File: src/rtl/midi_tx_arb.sv
// Round-robin whole-message arbiter sharing one midi_tx serializer between NUM_SRC sources.
// Optional running-status suppression is built when MIDI_TX_ARB_RUNNING_STATUS_EN is defined.
module midi_tx_arb #(
  parameter int NUM_SRC = 4,
  parameter int TIMEOUT = 250
) (
  input  logic                 clk,
  input  logic                 rst,
  input  logic [NUM_SRC-1:0]   src_valid,
  input  logic [NUM_SRC*8-1:0] src_data,
  input  logic [NUM_SRC-1:0]   src_last,
  output logic [NUM_SRC-1:0]   src_ready,
  output logic                 tx_valid,
  output logic [7:0]           tx_data,
  input  logic                 tx_ready,
  output logic [2:0]           grant_id,
  output logic                 busy,
  output logic                 err_timeout
);

  localparam int WD_W = $clog2(TIMEOUT + 1);

  typedef enum logic {IDLE, XFER} state_t;

  state_t          state;
  logic [2:0]      last_grant;
  logic [WD_W-1:0] wd_cnt;

  logic       g_valid;
  logic       g_last;
  logic [7:0] g_data;
  logic       active;
  logic       drop;
  logic       xfer_ok;

  // First requester strictly after the previous grant, wrapping around.
  function automatic logic [2:0] rr_pick(input logic [NUM_SRC-1:0] req,
                                         input logic [2:0] last);
    logic [2:0] pick;
    logic       found;
    int         idx;
    pick  = '0;
    found = 1'b0;
    for (int k = 1; k <= NUM_SRC; k++) begin
      idx = (int'(last) + k) % NUM_SRC;
      for (int i = 0; i < NUM_SRC; i++) begin
        if (!found && (i == idx) && req[i]) begin
          pick  = 3'(i);
          found = 1'b1;
        end
      end
    end
    return pick;
  endfunction

  always_comb begin
    g_valid = 1'b0;
    g_last  = 1'b0;
    g_data  = '0;
    for (int i = 0; i < NUM_SRC; i++) begin
      if (grant_id == 3'(i)) begin
        g_valid = src_valid[i];
        g_last  = src_last[i];
        g_data  = src_data[8*i +: 8];
      end
    end
  end

  // The timeout cycle blocks the handshake even if the source reappears.
  assign active = (state == XFER) && !err_timeout;

`ifdef MIDI_TX_ARB_RUNNING_STATUS_EN
  logic [7:0] rs_status;

  // rs_status of zero never matches, since only 0x80-0xEF are candidates.
  assign drop = active && g_valid && (g_data >= 8'h80) && (g_data < 8'hF0) &&
                (g_data == rs_status);

  always_ff @(posedge clk) begin
    if (rst) begin
      rs_status <= '0;
    end else if ((state == XFER) && err_timeout) begin
      rs_status <= '0;
    end else if (xfer_ok && !drop) begin
      if ((g_data >= 8'h80) && (g_data < 8'hF0)) begin
        rs_status <= g_data;
      end else if ((g_data >= 8'hF0) && (g_data < 8'hF8)) begin
        rs_status <= '0;
      end
    end
  end
`else
  assign drop = 1'b0;
`endif

  assign xfer_ok = active && g_valid && (drop || tx_ready);

  always_comb begin
    src_ready = '0;
    tx_valid  = 1'b0;
    tx_data   = '0;
    if (state == XFER) begin
      tx_data = g_data;
    end
    if (active) begin
      tx_valid = g_valid && !drop;
      for (int i = 0; i < NUM_SRC; i++) begin
        if (grant_id == 3'(i)) begin
          src_ready[i] = drop || tx_ready;
        end
      end
    end
  end

  always_ff @(posedge clk) begin
    if (rst) begin
      state       <= IDLE;
      last_grant  <= 3'(NUM_SRC - 1);
      grant_id    <= '0;
      busy        <= 1'b0;
      err_timeout <= 1'b0;
      wd_cnt      <= '0;
    end else begin
      case (state)
        IDLE: begin
          err_timeout <= 1'b0;
          wd_cnt      <= '0;
          if (|src_valid) begin
            grant_id <= rr_pick(src_valid, last_grant);
            busy     <= 1'b1;
            state    <= XFER;
          end
        end
        XFER: begin
          if (err_timeout) begin
            err_timeout <= 1'b0;
            last_grant  <= grant_id;
            busy        <= 1'b0;
            wd_cnt      <= '0;
            state       <= IDLE;
          end else if (xfer_ok) begin
            wd_cnt <= '0;
            if (g_last) begin
              last_grant <= grant_id;
              busy       <= 1'b0;
              state      <= IDLE;
            end
          end else if (!g_valid) begin
            // Only a silent source ages the watchdog; tx_ready stalls hold it.
            if (wd_cnt == WD_W'(TIMEOUT - 1)) begin
              err_timeout <= 1'b1;
            end
            wd_cnt <= wd_cnt + 1'b1;
          end
        end
        default: state <= IDLE;
      endcase
    end
  end

endmodule
File: config.mk
export PLATFORM = sky130hd
export DESIGN_NAME = midi_tx_arb
export DESIGN_NICKNAME = d
export VERILOG_FILES = /design/src/rtl/midi_tx_arb.sv
export SDC_FILE = /design/constraint.sdc
export NUM_CORES = 1
export LEC_CHECK = 0
export BUFFER_PORTS_ARGS = -buffer_cell sky130_fd_sc_hd__buf_2
export CAP_MARGIN = 20
export CORE_ASPECT_RATIO = 1.1
export CORE_MARGIN = 2
export CORE_UTILIZATION = 34
export CTS_CLUSTER_DIAMETER = 50
export DETAILED_ROUTE_END_ITERATION = 8
export GPL_TIMING_DRIVEN = 1
export HOLD_SLACK_MARGIN = 0.02
export PLACE_DENSITY_LB_ADDON = 0.2
export SETUP_SLACK_MARGIN = 0.3
export SLEW_MARGIN = 25
export SYNTH_ARGS = -nofsm -noshare
export SYNTH_HDL_FRONTEND = slang
export SYNTH_SLANG_ARGS = --single-unit
File: constraint.sdc
create_clock -name clk -period 3.45 [get_ports clk]
set_input_delay 0.345 -clock clk [delete_from_list [all_inputs] [get_ports clk]]
set_output_delay 0.345 -clock clk [all_outputs]
set_load 0.02 [all_outputs]
==> metrics <==
Slew HR 48.1%; met3 global-route usage 4.52%; Port Buffers 59; Most used DFF post-synth dfxtp_1; GRT Total Usage ~16%; Die H 63.2 µm; count leader, synth dfxtp_1; run status complete, no violations; HP Class primary input to flip-flop; DRC errors left 0; Post-CTS Setup Inserts 0; total vias in the final route around 1.1k; CTS root buf clkbuf_4; Post-Syn Area about 1100 µm²; PD cells a little over 300 nW/µm²; worst reg2reg path depth 4; die area 3660 µm²; critical setup path kind flip-flop to output port; final critical-path share of the clock period a little over two thirds; Post-DP HPWL 2310 µm; Via density around 5.4; top post-synthesis cells by area dfxtp_1 (28%), mux4_2 (21%), and2_1 (6.9%); fin crit period about 2.4 ns; clock tree buffer depth 2; startpoint class of the critical path flip-flop; largest net degree at the start of global routing 17; Row Count 21; Total Wirelength between 2000 and 3000 µm; Resized Gates After CTS 0; grt total ovfl 0; CP endpoint kind output port; layout cells sized above 1 41.8%; Post-Synth XOR/XNOR Area under 10%; count of different cell masters after synthesis 31; Die X roughly 58 µm; crit path cell chain mux4_2, and2_1, buf_2; global-route wire length before repair about 4700 µm; Slowest-stage cell, CP mux4_2; Cell Area, Placed approximately 1400 µm²; Max-Cap Viols 0; post-synthesis adder-cell area fraction under 10%; Synth async-reset ratio 0%; Seq/Total Area, Yosys about 28%; Routed Antenna Nets 0; Tightest Pin Transition ~0.78 ns; peak supply drop ~0.00019 V; CP Data Required Time 3.11 ns; placeable core area slightly above 3000 µm²; Initial Utilization 35.6%; antenna violations before repair 0; crit path from grant_id[1]; worst hold slack roughly 0.25 ns; Diodes inserted 0; Sink Count 15; I/O pin count between 60 and 70; initial detailed-routing violation count between 50 and 60; multiplexer share of the synthesized area roughly 22%; Yosys top cell by area dfxtp_1; Post-synth EDFFs 0; drt pass-1 iters 4; hold buffers post-CTS 0; unrepaired setup endpoints after global routing false; setup_tns 0 ns; crit-path max FO 15; total power 0.434 mW; Mapped Nets between 150 and 200; R2R Setup Slk 1.31 ns; Fmax achieved 414 MHz; clk_skew 0.00999 ns; cts bufs inserted 3; Crit path arrival time between 2 and 2.5 ns; CTS tree built; final setup violation count 0; Placer Congestion between 0.8 and 0.9; cell count after synthesis 121; Crit Reg-Reg Startpoint grant_id[1]; Simple-Gate Fraction of Synth Area 21.9%; main combinational cell family by area after synthesis simple AND/OR/NAND/NOR gates; leakage ~0.63 nW; slowest stage delay, CP approximately 0.73 ns; Worst Setup EP tx_valid; Synth Warn # 0; top post-synthesis cells by count dfxtp_1 (15), and2_1 (12), nor2_1 (12); Clock Pin Slew Worst Setup and Hold Paths 0.10 ns; global route hottest layer met2; Slew Limit Fails 0; wire per inst ~13 µm; Layout area overhead 30.0%; Finished Core Util a little under half; reg2reg end wd_cnt[6]; number of global-route vias before repair 1130; share of the synthesized area in the top cell type 27.7%; Synth Register Bits 15; met1 GRT Util 18.8%; Layout Nets about 220; H-tree lvl count 1; post-synthesis compound-gate area fraction between 10% and 20%; worst skew pair latency 0.29 ns; final hold vios 0; M2 GR Usage approximately 28%; syn avg cell area 8.95 µm²; design area about 1400 µm²
[flip-flops by register name, indices dropped and copies added (netlist names)]
name / cells
err_timeout: 1
last_grant: 2
busy: 1
wd_cnt: 8
grant_id: 2
state: 1
[report_power, final]
group / internal (mW) / leakage, nW / switching, mW
combinational: 0.0692 / 0.492 / 0.0655
clock: 0.0431 / 0.0177 / 0.0574
sequential: 0.180 / 0.122 / 0.0191
[per-layer routing]
layer	up-vias	wire length (µm)	share of wire, %
li1	549	-	-
met2	60	1350	48
met5	-	0	0
met3	4	338	12
met4	0	32	1.1
met1	518	1100	39
[cells in the final DEF (no fill, tap or decap)]
| cell | instances |
|---|---|
| and2_1 | 12 |
| ha_1 | 2 |
| mux2i_1 | 1 |
| o211a_1 | 1 |
| nor3_1 | 3 |
| nand2_1 | 7 |
| mux4_2 | 10 |
| a211oi_1 | 1 |
| o21a_1 | 1 |
| clkinv_2 | 1 |
| nand4_1 | 2 |
| and3_1 | 1 |
| a31oi_1 | 5 |
| nand3_1 | 6 |
| a311oi_1 | 3 |
| buf_2 | 59 |
| a21o_1 | 3 |
| nand4b_1 | 1 |
| conb_1 | 1 |
| dfxtp_1 | 15 |
| a21oi_1 | 4 |
| o21ai_0 | 5 |
| nand2b_1 | 2 |
| nor2_1 | 12 |
| xnor2_1 | 5 |
| inv_1 | 8 |
| nor2b_1 | 1 |
| clkbuf_4 | 3 |
| a31o_2 | 1 |
| o22a_1 | 1 |
[through the flow]
stage          cells  setup slack, ns
2_1_floorplan    121             1.47
3_3_place_gp     207             1.36
3_5_place_dp     207             1.29
4_1_cts          211             1.00
5_1_grt          211            0.894
6_report         211             1.03
[final cells by class]
| type | instances | area, µm² |
|---|---|---|
| Clock buffer | 3 | 22.5 |
| Clock inverter | 1 | 5.00 |
| Fill cell | 310 | 1640 |
| Inverter | 8 | 30.0 |
| Multi-Input combinational cell | 91 | 713 |
| Sequential cell | 15 | 300 |
| Tap cell | 34 | 42.5 |
| Timing Repair Buffer | 59 | 295 |
[kinds of logic after synthesis]
logic type	count (synthesis)
simple gates	47
buf+inv	15
compound gates	25
other cells	1
flops	15
xor+xnor	5
mux	11
fa+ha+maj	2
[worst min-delay path by stage]
stage                          from          end  slack (ns)  cells after the start
after global routing            rst        state        0.24                      2
after detailed placement  wd_cnt[7]  err_timeout        0.48                      2
after global placement    wd_cnt[7]  err_timeout        0.48                      2
after CTS                       rst        state        0.25                      2
final                           rst        state        0.25                      2
after floorplan                 rst  grant_id[0]        0.42                      1
[worst max-delay path: cells and delay by family (launching register included)]
kind | cells | cell delay [ns]
muxes | 1 | 0.73
buffers and inverters | 1 | 0.15
and+or+nand+nor | 1 | 0.19
DFF | 1 | 0.70
No activity file was read; power rests on OpenSTA's default activity.
